`src/rtl/leve_inst_queue_if.sv`:
```
// Instruction-fetch queue bus: AXI read-channel tap, flush and decode handshake.
// The queue sits on the slave modport; the fetch/decode side on master.
interface leve_inst_queue_if;
    logic        AR_FIRE;
    logic [31:0] AR_ADDR;
    logic        AR_STALL;
    logic        RVALID;
    logic        RREADY;
    logic [31:0] RDATA;
    logic [1:0]  RRESP;
    logic        RLAST;
    logic        FLUSH;
    logic        OUT_VALID;
    logic        OUT_READY;
    logic [31:0] OUT_PC;
    logic [31:0] OUT_INST;
    logic        OUT_ERR;

    modport slave (
        input  AR_FIRE, AR_ADDR, RVALID, RDATA, RRESP, RLAST,
        input  FLUSH, OUT_READY,
        output AR_STALL, RREADY, OUT_VALID, OUT_PC, OUT_INST, OUT_ERR
    );

    modport master (
        output AR_FIRE, AR_ADDR, RVALID, RDATA, RRESP, RLAST,
        output FLUSH, OUT_READY,
        input  AR_STALL, RREADY, OUT_VALID, OUT_PC, OUT_INST, OUT_ERR
    );
endinterface

```
`src/rtl/leve_inst_queue.sv`:
```
// Instruction queue fed by 4-beat WRAP fetch bursts, with outstanding
// burst tracking and flush that drains stale in-flight beats.
module leve_inst_queue #(
    parameter int DEPTH = 8,
    parameter int OUTST = 2
) (
    input logic CLK,
    input logic RSTn,
    leve_inst_queue_if.slave bus
);

    localparam int QW = $clog2(DEPTH);
    localparam int AW = (OUTST > 1) ? $clog2(OUTST) : 1;
    localparam int CW = $clog2(OUTST + 1);

    logic [31:0]      a_addr [OUTST];
    logic [OUTST-1:0] a_stale;
    logic [AW-1:0]    a_rd;
    logic [AW-1:0]    a_wr;
    logic [CW-1:0]    a_cnt;
    logic [1:0]       beat;

    logic [31:0]      q_pc   [DEPTH];
    logic [31:0]      q_inst [DEPTH];
    logic [DEPTH-1:0] q_err;
    logic [QW-1:0]    q_rd;
    logic [QW-1:0]    q_wr;
    logic [QW:0]      q_cnt;

    logic        a_full;
    logic        a_empty;
    logic [31:0] head_addr;
    logic        head_stale;
    logic [1:0]  beat_sel;
    logic [31:0] beat_pc;
    logic        rready;
    logic        r_acc;
    logic        r_last;
    logic        q_push;
    logic        q_pop;
    logic        a_push;
    logic        out_valid;

    function automatic logic [AW-1:0] a_next(input logic [AW-1:0] p);
        return (p == AW'(OUTST - 1)) ? '0 : p + 1'b1;
    endfunction

    always_comb begin
        a_empty    = (a_cnt == '0);
        a_full     = (a_cnt == CW'(OUTST));
        head_addr  = a_addr[a_rd];
        head_stale = a_stale[a_rd];
        beat_sel   = head_addr[3:2] + beat;
        beat_pc    = {head_addr[31:4], beat_sel, 2'b00};
        // Stale bursts always drain; live ones wait for queue space.
        rready     = !a_empty &&
                     (head_stale || (q_cnt != (QW+1)'(DEPTH)));
        r_acc      = bus.RVALID & rready;
        r_last     = r_acc & bus.RLAST;
        q_push     = r_acc & ~head_stale & ~bus.FLUSH;
        out_valid  = (q_cnt != '0);
        q_pop      = out_valid & bus.OUT_READY & ~bus.FLUSH;
        a_push     = bus.AR_FIRE & (~a_full | r_last);
    end

    assign bus.AR_STALL  = a_full;
    assign bus.RREADY    = rready;
    assign bus.OUT_VALID = out_valid;
    assign bus.OUT_PC    = q_pc[q_rd];
    assign bus.OUT_INST  = q_inst[q_rd];
    assign bus.OUT_ERR   = q_err[q_rd];

    always_ff @(posedge CLK or negedge RSTn) begin
        if (!RSTn) begin
            for (int i = 0; i < OUTST; i++) a_addr[i] <= '0;
            a_stale <= '0;
            a_rd    <= '0;
            a_wr    <= '0;
            a_cnt   <= '0;
            beat    <= '0;
        end else begin
            if (r_acc) beat <= r_last ? 2'd0 : beat + 2'd1;
            if (r_last) a_rd <= a_next(a_rd);
            if (bus.FLUSH) a_stale <= '1;
            // A burst issued with the flush belongs to the new stream.
            if (a_push) begin
                a_addr[a_wr]  <= bus.AR_ADDR;
                a_stale[a_wr] <= 1'b0;
                a_wr          <= a_next(a_wr);
            end
            a_cnt <= a_cnt + CW'(a_push) - CW'(r_last);
        end
    end

    always_ff @(posedge CLK or negedge RSTn) begin
        if (!RSTn) begin
            for (int i = 0; i < DEPTH; i++) begin
                q_pc[i]   <= '0;
                q_inst[i] <= '0;
            end
            q_err <= '0;
            q_rd  <= '0;
            q_wr  <= '0;
            q_cnt <= '0;
        end else if (bus.FLUSH) begin
            q_rd  <= '0;
            q_wr  <= '0;
            q_cnt <= '0;
        end else begin
            if (q_push) begin
                q_pc[q_wr]   <= beat_pc;
                q_inst[q_wr] <= bus.RDATA;
                q_err[q_wr]  <= (bus.RRESP != 2'b00);
                q_wr         <= q_wr + 1'b1;
            end
            if (q_pop) q_rd <= q_rd + 1'b1;
            q_cnt <= q_cnt + (QW+1)'(q_push) - (QW+1)'(q_pop);
        end
    end

endmodule

```
`src/flat_wrapper.sv`:
```
// flat-port wrapper written by rule: the top's interface ports become plain ports
module leve_inst_queue_flat 
#(
    parameter int DEPTH = 8,
    parameter int OUTST = 2
)
  (CLK, RSTn, bus_AR_FIRE, bus_AR_ADDR, bus_RVALID, bus_RDATA, bus_RRESP, bus_RLAST, bus_FLUSH, bus_OUT_READY, bus_AR_STALL, bus_RREADY, bus_OUT_VALID, bus_OUT_PC, bus_OUT_INST, bus_OUT_ERR);
  leve_inst_queue_if bus_i ();
  input logic CLK;
  input logic RSTn;
  input wire logic [$bits(bus_i.AR_FIRE)-1:0] bus_AR_FIRE;
  input wire logic [$bits(bus_i.AR_ADDR)-1:0] bus_AR_ADDR;
  input wire logic [$bits(bus_i.RVALID)-1:0] bus_RVALID;
  input wire logic [$bits(bus_i.RDATA)-1:0] bus_RDATA;
  input wire logic [$bits(bus_i.RRESP)-1:0] bus_RRESP;
  input wire logic [$bits(bus_i.RLAST)-1:0] bus_RLAST;
  input wire logic [$bits(bus_i.FLUSH)-1:0] bus_FLUSH;
  input wire logic [$bits(bus_i.OUT_READY)-1:0] bus_OUT_READY;
  output wire logic [$bits(bus_i.AR_STALL)-1:0] bus_AR_STALL;
  output wire logic [$bits(bus_i.RREADY)-1:0] bus_RREADY;
  output wire logic [$bits(bus_i.OUT_VALID)-1:0] bus_OUT_VALID;
  output wire logic [$bits(bus_i.OUT_PC)-1:0] bus_OUT_PC;
  output wire logic [$bits(bus_i.OUT_INST)-1:0] bus_OUT_INST;
  output wire logic [$bits(bus_i.OUT_ERR)-1:0] bus_OUT_ERR;
  assign bus_i.AR_FIRE = bus_AR_FIRE;
  assign bus_i.AR_ADDR = bus_AR_ADDR;
  assign bus_i.RVALID = bus_RVALID;
  assign bus_i.RDATA = bus_RDATA;
  assign bus_i.RRESP = bus_RRESP;
  assign bus_i.RLAST = bus_RLAST;
  assign bus_i.FLUSH = bus_FLUSH;
  assign bus_i.OUT_READY = bus_OUT_READY;
  assign bus_AR_STALL = bus_i.AR_STALL;
  assign bus_RREADY = bus_i.RREADY;
  assign bus_OUT_VALID = bus_i.OUT_VALID;
  assign bus_OUT_PC = bus_i.OUT_PC;
  assign bus_OUT_INST = bus_i.OUT_INST;
  assign bus_OUT_ERR = bus_i.OUT_ERR;
  leve_inst_queue #(.DEPTH(DEPTH), .OUTST(OUTST)) u_core (.CLK(CLK), .RSTn(RSTn), .bus(bus_i));
endmodule
```
`config.mk`:
```
export PLATFORM = sky130hd
export DESIGN_NAME = leve_inst_queue_flat
export DESIGN_NICKNAME = d
export VERILOG_FILES = /design/src/rtl/leve_inst_queue_if.sv /design/src/rtl/leve_inst_queue.sv /design/src/flat_wrapper.sv
export SDC_FILE = /design/constraint.sdc
export NUM_CORES = 1
export LEC_CHECK = 0
export ABC_AREA = 0
export CAP_MARGIN = 10
export CORE_AREA = 2 2 305 307
export CTS_BUF_LIST = sky130_fd_sc_hd__clkbuf_16
export CTS_CLUSTER_SIZE = 10
export DETAILED_ROUTE_END_ITERATION = 10
export DIE_AREA = 0 0 307 309
export SETUP_SLACK_MARGIN = 0.5
export SYNTH_ARGS = -nofsm -noshare
export SYNTH_HDL_FRONTEND = slang
export SYNTH_SLANG_ARGS = --single-unit
```
`constraint.sdc`:
```
create_clock -name CLK -period 2.6 [get_ports CLK]
set_input_delay 0.26 -clock CLK [delete_from_list [all_inputs] [get_ports CLK]]
set_output_delay 0.26 -clock CLK [all_outputs]
set_load 0.02 [all_outputs]
```
# Yosys cells after proc, flatten, opt, wreduce, memory -nomap -nowiden
# Index checks and enable logic that the tools add are counted.
totals:
  n_memories: 0
  ramBits: 0
  wordCells: 116
  register_bits: 602
  romBits: 0
  out_inout_bits: 68
  latch_bits: 0
classes:
  add_sub_neg: 10
  n_bitwise: 17
  n_mux: 35
  order_cmp: 12
  mul: 0
  reduce_logical: 13
  n_div: 0
  eq_ne: 2
  shifts: 0
ops:
  columns: ["cell", "count"]
  rows:
  - ["bitwise mux 256 bit", 2]
  - ["two-way mux 32 bit", 9]
  - ["binary-select mux 32 bit (select 3 bit)", 2]
  - ["demux 32 bit (select 3 bit)", 1]
  - ["bitwise mux 64 bit", 1]
  - ["demux 32 bit (select 1 bit)", 1]
  - ["two-way mux 3 bit", 4]
  - ["bitwise mux 8 bit", 1]
  - [">= comparator 4 bit, second input constant", 2]
  - ["< comparator 3 x 4 -> 1 bit, second input constant", 2]
  - ["NOT 3 -> 4 bit", 2]
  - ["bitwise AND 1 bit", 7]
  - ["two-way mux 1 bit", 7]
  - ["adder 3 x 1 -> 3 bit, second input constant", 2]
  - ["two-way mux 2 bit", 3]
  - ["nonzero test 2 bit", 3]
  - ["logical AND 1 bit", 5]
  - ["adder 4 x 1 -> 4 bit", 1]
  - [">= comparator 2 bit, second input constant", 2]
  - ["< comparator 1 x 2 -> 1 bit, second input constant", 2]
  - ["< comparator 4 x 1 -> 1 bit, second input constant", 1]
  - ["two-way mux 4 bit", 1]
  - ["!= test 4 bit, second input constant", 1]
  - ["NOT 1 -> 2 bit", 2]
  - ["22 further kinds", 25]

# Longest topological paths before layout
depth:
  word_depth: 10
  depth_mapped: 12
  depth_no_buf: 12

# Worst setup path before layout
# No wires, ideal clock.
synth_timing:
  path_kind: "register to register"
  start: "reg u_core.q_cnt[2]"
  end: "reg u_core.q_cnt[2]"
  arrival_ns: 2.406
  setup_time_ns: 0.132
  required_time_ns: 2.468
  synth_period_minus_slack_ns: 2.538
  path_stages_with_launch: 12
  slack_ns: 0.062
  path_cell_list: "dfrtp_1 > inv_1 > ha_1 > or3b_2 > nand2_1 > nor2_1 > ha_1 > inv_1 > ha_1 > fa_1 > xnor2_1 > nor2_1"
synth_lines:
  columns: ["element", "line", "rtl"]
  rows:
  - ["start: declaration", "leve_inst_queue.sv:28", "logic [QW:0] q_cnt;"]
  - ["start signal: assignment", "leve_inst_queue.sv:117", "q_cnt <= q_cnt + (QW+1)'(q_push) - (QW+1)'(q_pop);"]
  - ["nonzero test 4 bit", "leve_inst_queue.sv:61", "out_valid = (q_cnt != '0);"]
  - ["net bus_OUT_VALID", "flat_wrapper.sv:21", "output wire logic [$bits(bus_i.OUT_VALID)-1:0] bus_OUT_VALID;"]
  - ["bitwise AND 1 bit (2 in a row)", "leve_inst_queue.sv:62", "q_pop = out_valid & bus.OUT_READY & ~bus.FLUSH;"]
  - ["subtractor 4 x 1 -> 4 bit", "leve_inst_queue.sv:117", null]
  - ["two-way mux 4 bit", "leve_inst_queue.sv:105", "end else if (bus.FLUSH) begin"]
# The timed path passes the listed nets, and every way through them passes these cells.
# A chain may end at the register's enable or synchronous reset.

# Final worst setup path
layout_timing:
  start: "reg u_core.q_rd[0]"
  end: "out bus_OUT_INST[16]"
layout_between:
  elab_chain_cells: 4
layout_rtl:
  columns: ["element", "line", "rtl"]
  rows:
  - ["start: declaration", "leve_inst_queue.sv:26", "logic [QW-1:0] q_rd;"]
  - ["start signal: assignment", "leve_inst_queue.sv:116", "if (q_pop) q_rd <= q_rd + 1'b1;"]
  - ["NOT 3 -> 4 bit (implied by the code)", "leve_inst_queue.sv:70", "assign bus.OUT_INST = q_inst[q_rd];"]
  - ["binary-select mux 32 bit (select 3 bit)", "leve_inst_queue.sv:70", null]
  - ["two-way mux 32 bit (implied by the code) (2 in a row)", "leve_inst_queue.sv:70", null]
  - ["end: declaration", "flat_wrapper.sv:23", "output wire logic [$bits(bus_i.OUT_INST)-1:0] bus_OUT_INST;"]
# No other way between the ends. The select of a mux whose other input is x is not followed.

==> impl_metrics.ini <==
[place]
buffer_ports.inserted = 136
gp_congestion = 0.709
detailedPlacementHpwl_um = 39600
placedInstanceArea_mm2 = 0.0301
dp_worst_setup_slack_ns = 0.0305
dpl.cell_count = 2874

[floorplanning]
floorplan.initialDensity = 0.289
die_width_um = 307
rows = 111
die_y_um = 309
dieArea_mm2 = 0.0949
design.portCount = 141
placeableCoreArea_mm2 = 0.0914

[global_routing]
antenna_found_initial = 5
globalRouteTotalUtil = 0.154
grt_start_max_net_pins = 111
grt_remaining_overflow = 0
first_global_vias = 17164
grt_pass1_wl_um = 110000

[power_and_ir_drop]
p_sw_mw = 10.9
power.leakage_nw = 16.8
power.share.switching = 0.315
power.internal_mw = 23.7
power.share.combinational = 0.410
cellPowerDensity_mw_per_mm2 = 946
total_power_mw = 34.6
pwr-share-seq = 0.336
power_frac_clock = 0.254
vdd_ir_drop_max_mv = 0.653

[route]
drt-vias-per-instance = 4.88
ant_nets = 0
routed-via-count = 15300
drt_first_iter_violations = 782
drt_drc_violations_left = 0
detail_route.first_pass.iterations = 5
wire_length_reported_by_the_detailed_router_um = 78600
wl_per_cell_um = 25.1

[cts]
clock_tree_from_tritoncts = built
h-tree-depth = 3
cts-buffers-inserted = 72
clk_pin_slew_ns = 0.06
max-clock-path-buffers = 3
clk-insertion-delay-late_ns = 0.61
cts_root_buffer = clkbuf_16
clock_sinks = 582

[critical_path]
worst-endpoint-required_ns = 2.34
worst_ep_arrival_time_ns = 2.55
worst_r2r_endpoint = u_core.q_inst[27]
rr_startpoint = u_core.q_cnt[3]
startpoint_type = flop
worstRegToRegCells = 10
critical_path.max_fanout = 8
ws_path_type = reg -> out
critPathCaptureType = output port
reg2reg_slack_ns = 0.23

[sta]
setup_viol = 62
fin_tns_setup_ns = -6.85
final_critical_delay_including_setup_and_external_delays_ns = 2.81
rsz0062_at_grt = true
timing.final.max_slew_violations = 0
fin_ws_ns = -0.208
timing.clock.skew_ns = 0.0277
worst-slew-pin-transition_ns = 0.602
fin_worst_hold_slack_ns = 0.178
max_freq_mhz = 356
slew_headroom = 0.595
final_min_period_over_clock_period = 1.08
finalHoldViolCount = 0

[yosys]
ys_ff_latch = 582
yosys-top-cells-count = dfrtp_1, mux2_2, mux4_2
post_synth_instance_area_mm2 = 0.0264
ys.warnings.count = 0
post_synthesis_sequential_area_ratio = 0.552
async_set_or_reset_flop_fraction_in_the_synthesized_netlist = 1.00
most_frequent_cell_after_synthesis = dfrtp_1
synth_top_area_frac = 0.552
synthesis.area_per_instance_um2 = 16.8
synth.area.top_cells = dfrtp_1, mux2_2, mux4_2, mux2_4, buf_2
post_synth_num_cell_types = 45
synth_ff_type = dfrtp_1
post_synthesis_instance_total = 1566
synth_area_leader_cell = dfrtp_1
edff_count_synth = 0

[job]
maxCapViolCount = 0

[finish]
fin_cells = 3136
area_delta_synth_final_pct = 38.7
finalNetCount = 2003
post_route_cells_drive_above_1_share = 0.624
final_core_utilization = 0.400
finalInstanceArea_mm2 = 0.0366

[min_path]
worst_hold_path_type = in -> async

[outcome]
violations_in_the_final_reports = setup timing
run_status = complete, but fails checks
==> repair_timing <==
action | in CTS | in global routing
endpoints found under the hold margin | 69 | 0
pin swaps | 12 | 15
resized for setup | 646 | 260
gates cloned | 32 | 27
endpoints found under the setup margin | 555 | 616
hold buffers | 1 | 0
setup buffers | 64 | 32
==> cell families after synthesis <==
logic type / Yosys count / synth area share
AND/OR/NAND/NOR: 48 / 0.0117
AO/OA/AOI/OAI: 12 / 0.00299
multiplexers: 787 / 0.399
XOR/XNOR: 12 / 0.00398
other: 1 / 0.000142
adder cells (fa/ha/maj): 12 / 0.00598
flip-flops: 582 / 0.552
buffers and inverters: 112 / 0.0244
==> cells in the final DEF, fill, tap and decap left out, drive strengths merged <==
master         count
o21a               3
a21o               1
clkdlybuf4s50     69
nand2              9
conb               2
clkbuf            91
bufinv             1
mux2             658
dfrtp            582
fa                 1
or3b               3
clkinv            11
nand3b             1
or2                1
nand4b             1
xor2               6
nor2              18
nor4               3
mux2i              3
nand4              2
dlymetal6s2s       1
o211a              1
o311ai             1
clkinvlp           1
nor4bb             1
dlygate4sd3        1
nor3b              2
nor3               1
inv               28
xnor2              6
o21ai              3
nor2b              4
ha                11
mux4             126
a21oi              3
nand3              3
diode              2
buf              289
==> worst max path at each step <==
stage | from | endpoint | slack [ns] | cells after the start
2_1_floorplan | u_core.q_cnt[2] | u_core.q_cnt[1] | 0.33 | 10
3_3_place_gp | u_core.q_rd[0] | bus_OUT_INST[15] | 0.02 | 5
3_5_place_dp | u_core.q_rd[0] | bus_OUT_INST[18] | 0.03 | 5
4_1_cts | u_core.q_rd[0] | bus_OUT_INST[16] | -0.26 | 7
5_1_grt | u_core.q_rd[0] | bus_OUT_INST[16] | -0.27 | 7
6_report | u_core.q_rd[0] | bus_OUT_INST[16] | -0.21 | 7
==> final cells by class <==
type                    instances  area, um2
repair buffers                379       5830
flip-flops and latches        582      14600
inverters                       9       36.3
well taps                    1186       1480
clock buffers                  72       1800
clock inverters                32        183
diodes                          2       5.00
fillers                      8137      54800
multi-input cells             874      12700
==> flip-flops by register name, indices dropped and copies added (netlist names), 2 cells and up <==
name / flops
u_core.q_cnt: 4
u_core.beat: 2
u_core.a_stale: 2
u_core.q_rd: 3
u_core.q_pc: 240
u_core.q_wr: 3
u_core.a_addr: 60
u_core.a_cnt: 2
u_core.q_err: 8
u_core.q_inst: 256
==> power groups by stage <==
stage	clock [mW]	combinational [mW]	sequential [mW]
after floorplan	0	7.08	11.4
after global placement	0	11.0	11.6
after detailed placement	0	11.2	11.8
after CTS	9.09	13.1	11.6
after global routing	9.47	15.1	11.8
final	8.80	14.2	11.6
==> per-layer routing <==
layer / share of wire / global-route usage / vias up / wire, um
met3: 0.046 / 0.0299 / 120 / 3580
met5: 0.00034 / 0 / - / 27
met4: 0.029 / 0.0559 / 4 / 2310
li1: - / - / 6532 / -
met2: 0.49 / 0.262 / 292 / 38500
met1: 0.43 / 0.195 / 8352 / 34200
==> worst max-delay path, stage by stage, from the launching register on <==
cell	delay (ns)
dfrtp_4	0.50
buf_12	0.16
buf_16	0.16
buf_12	0.13
buf_16	0.13
mux4_2	0.43
mux2_4	0.29
buf_6	0.13
Note: power is estimated with default switching activity, not from simulation.
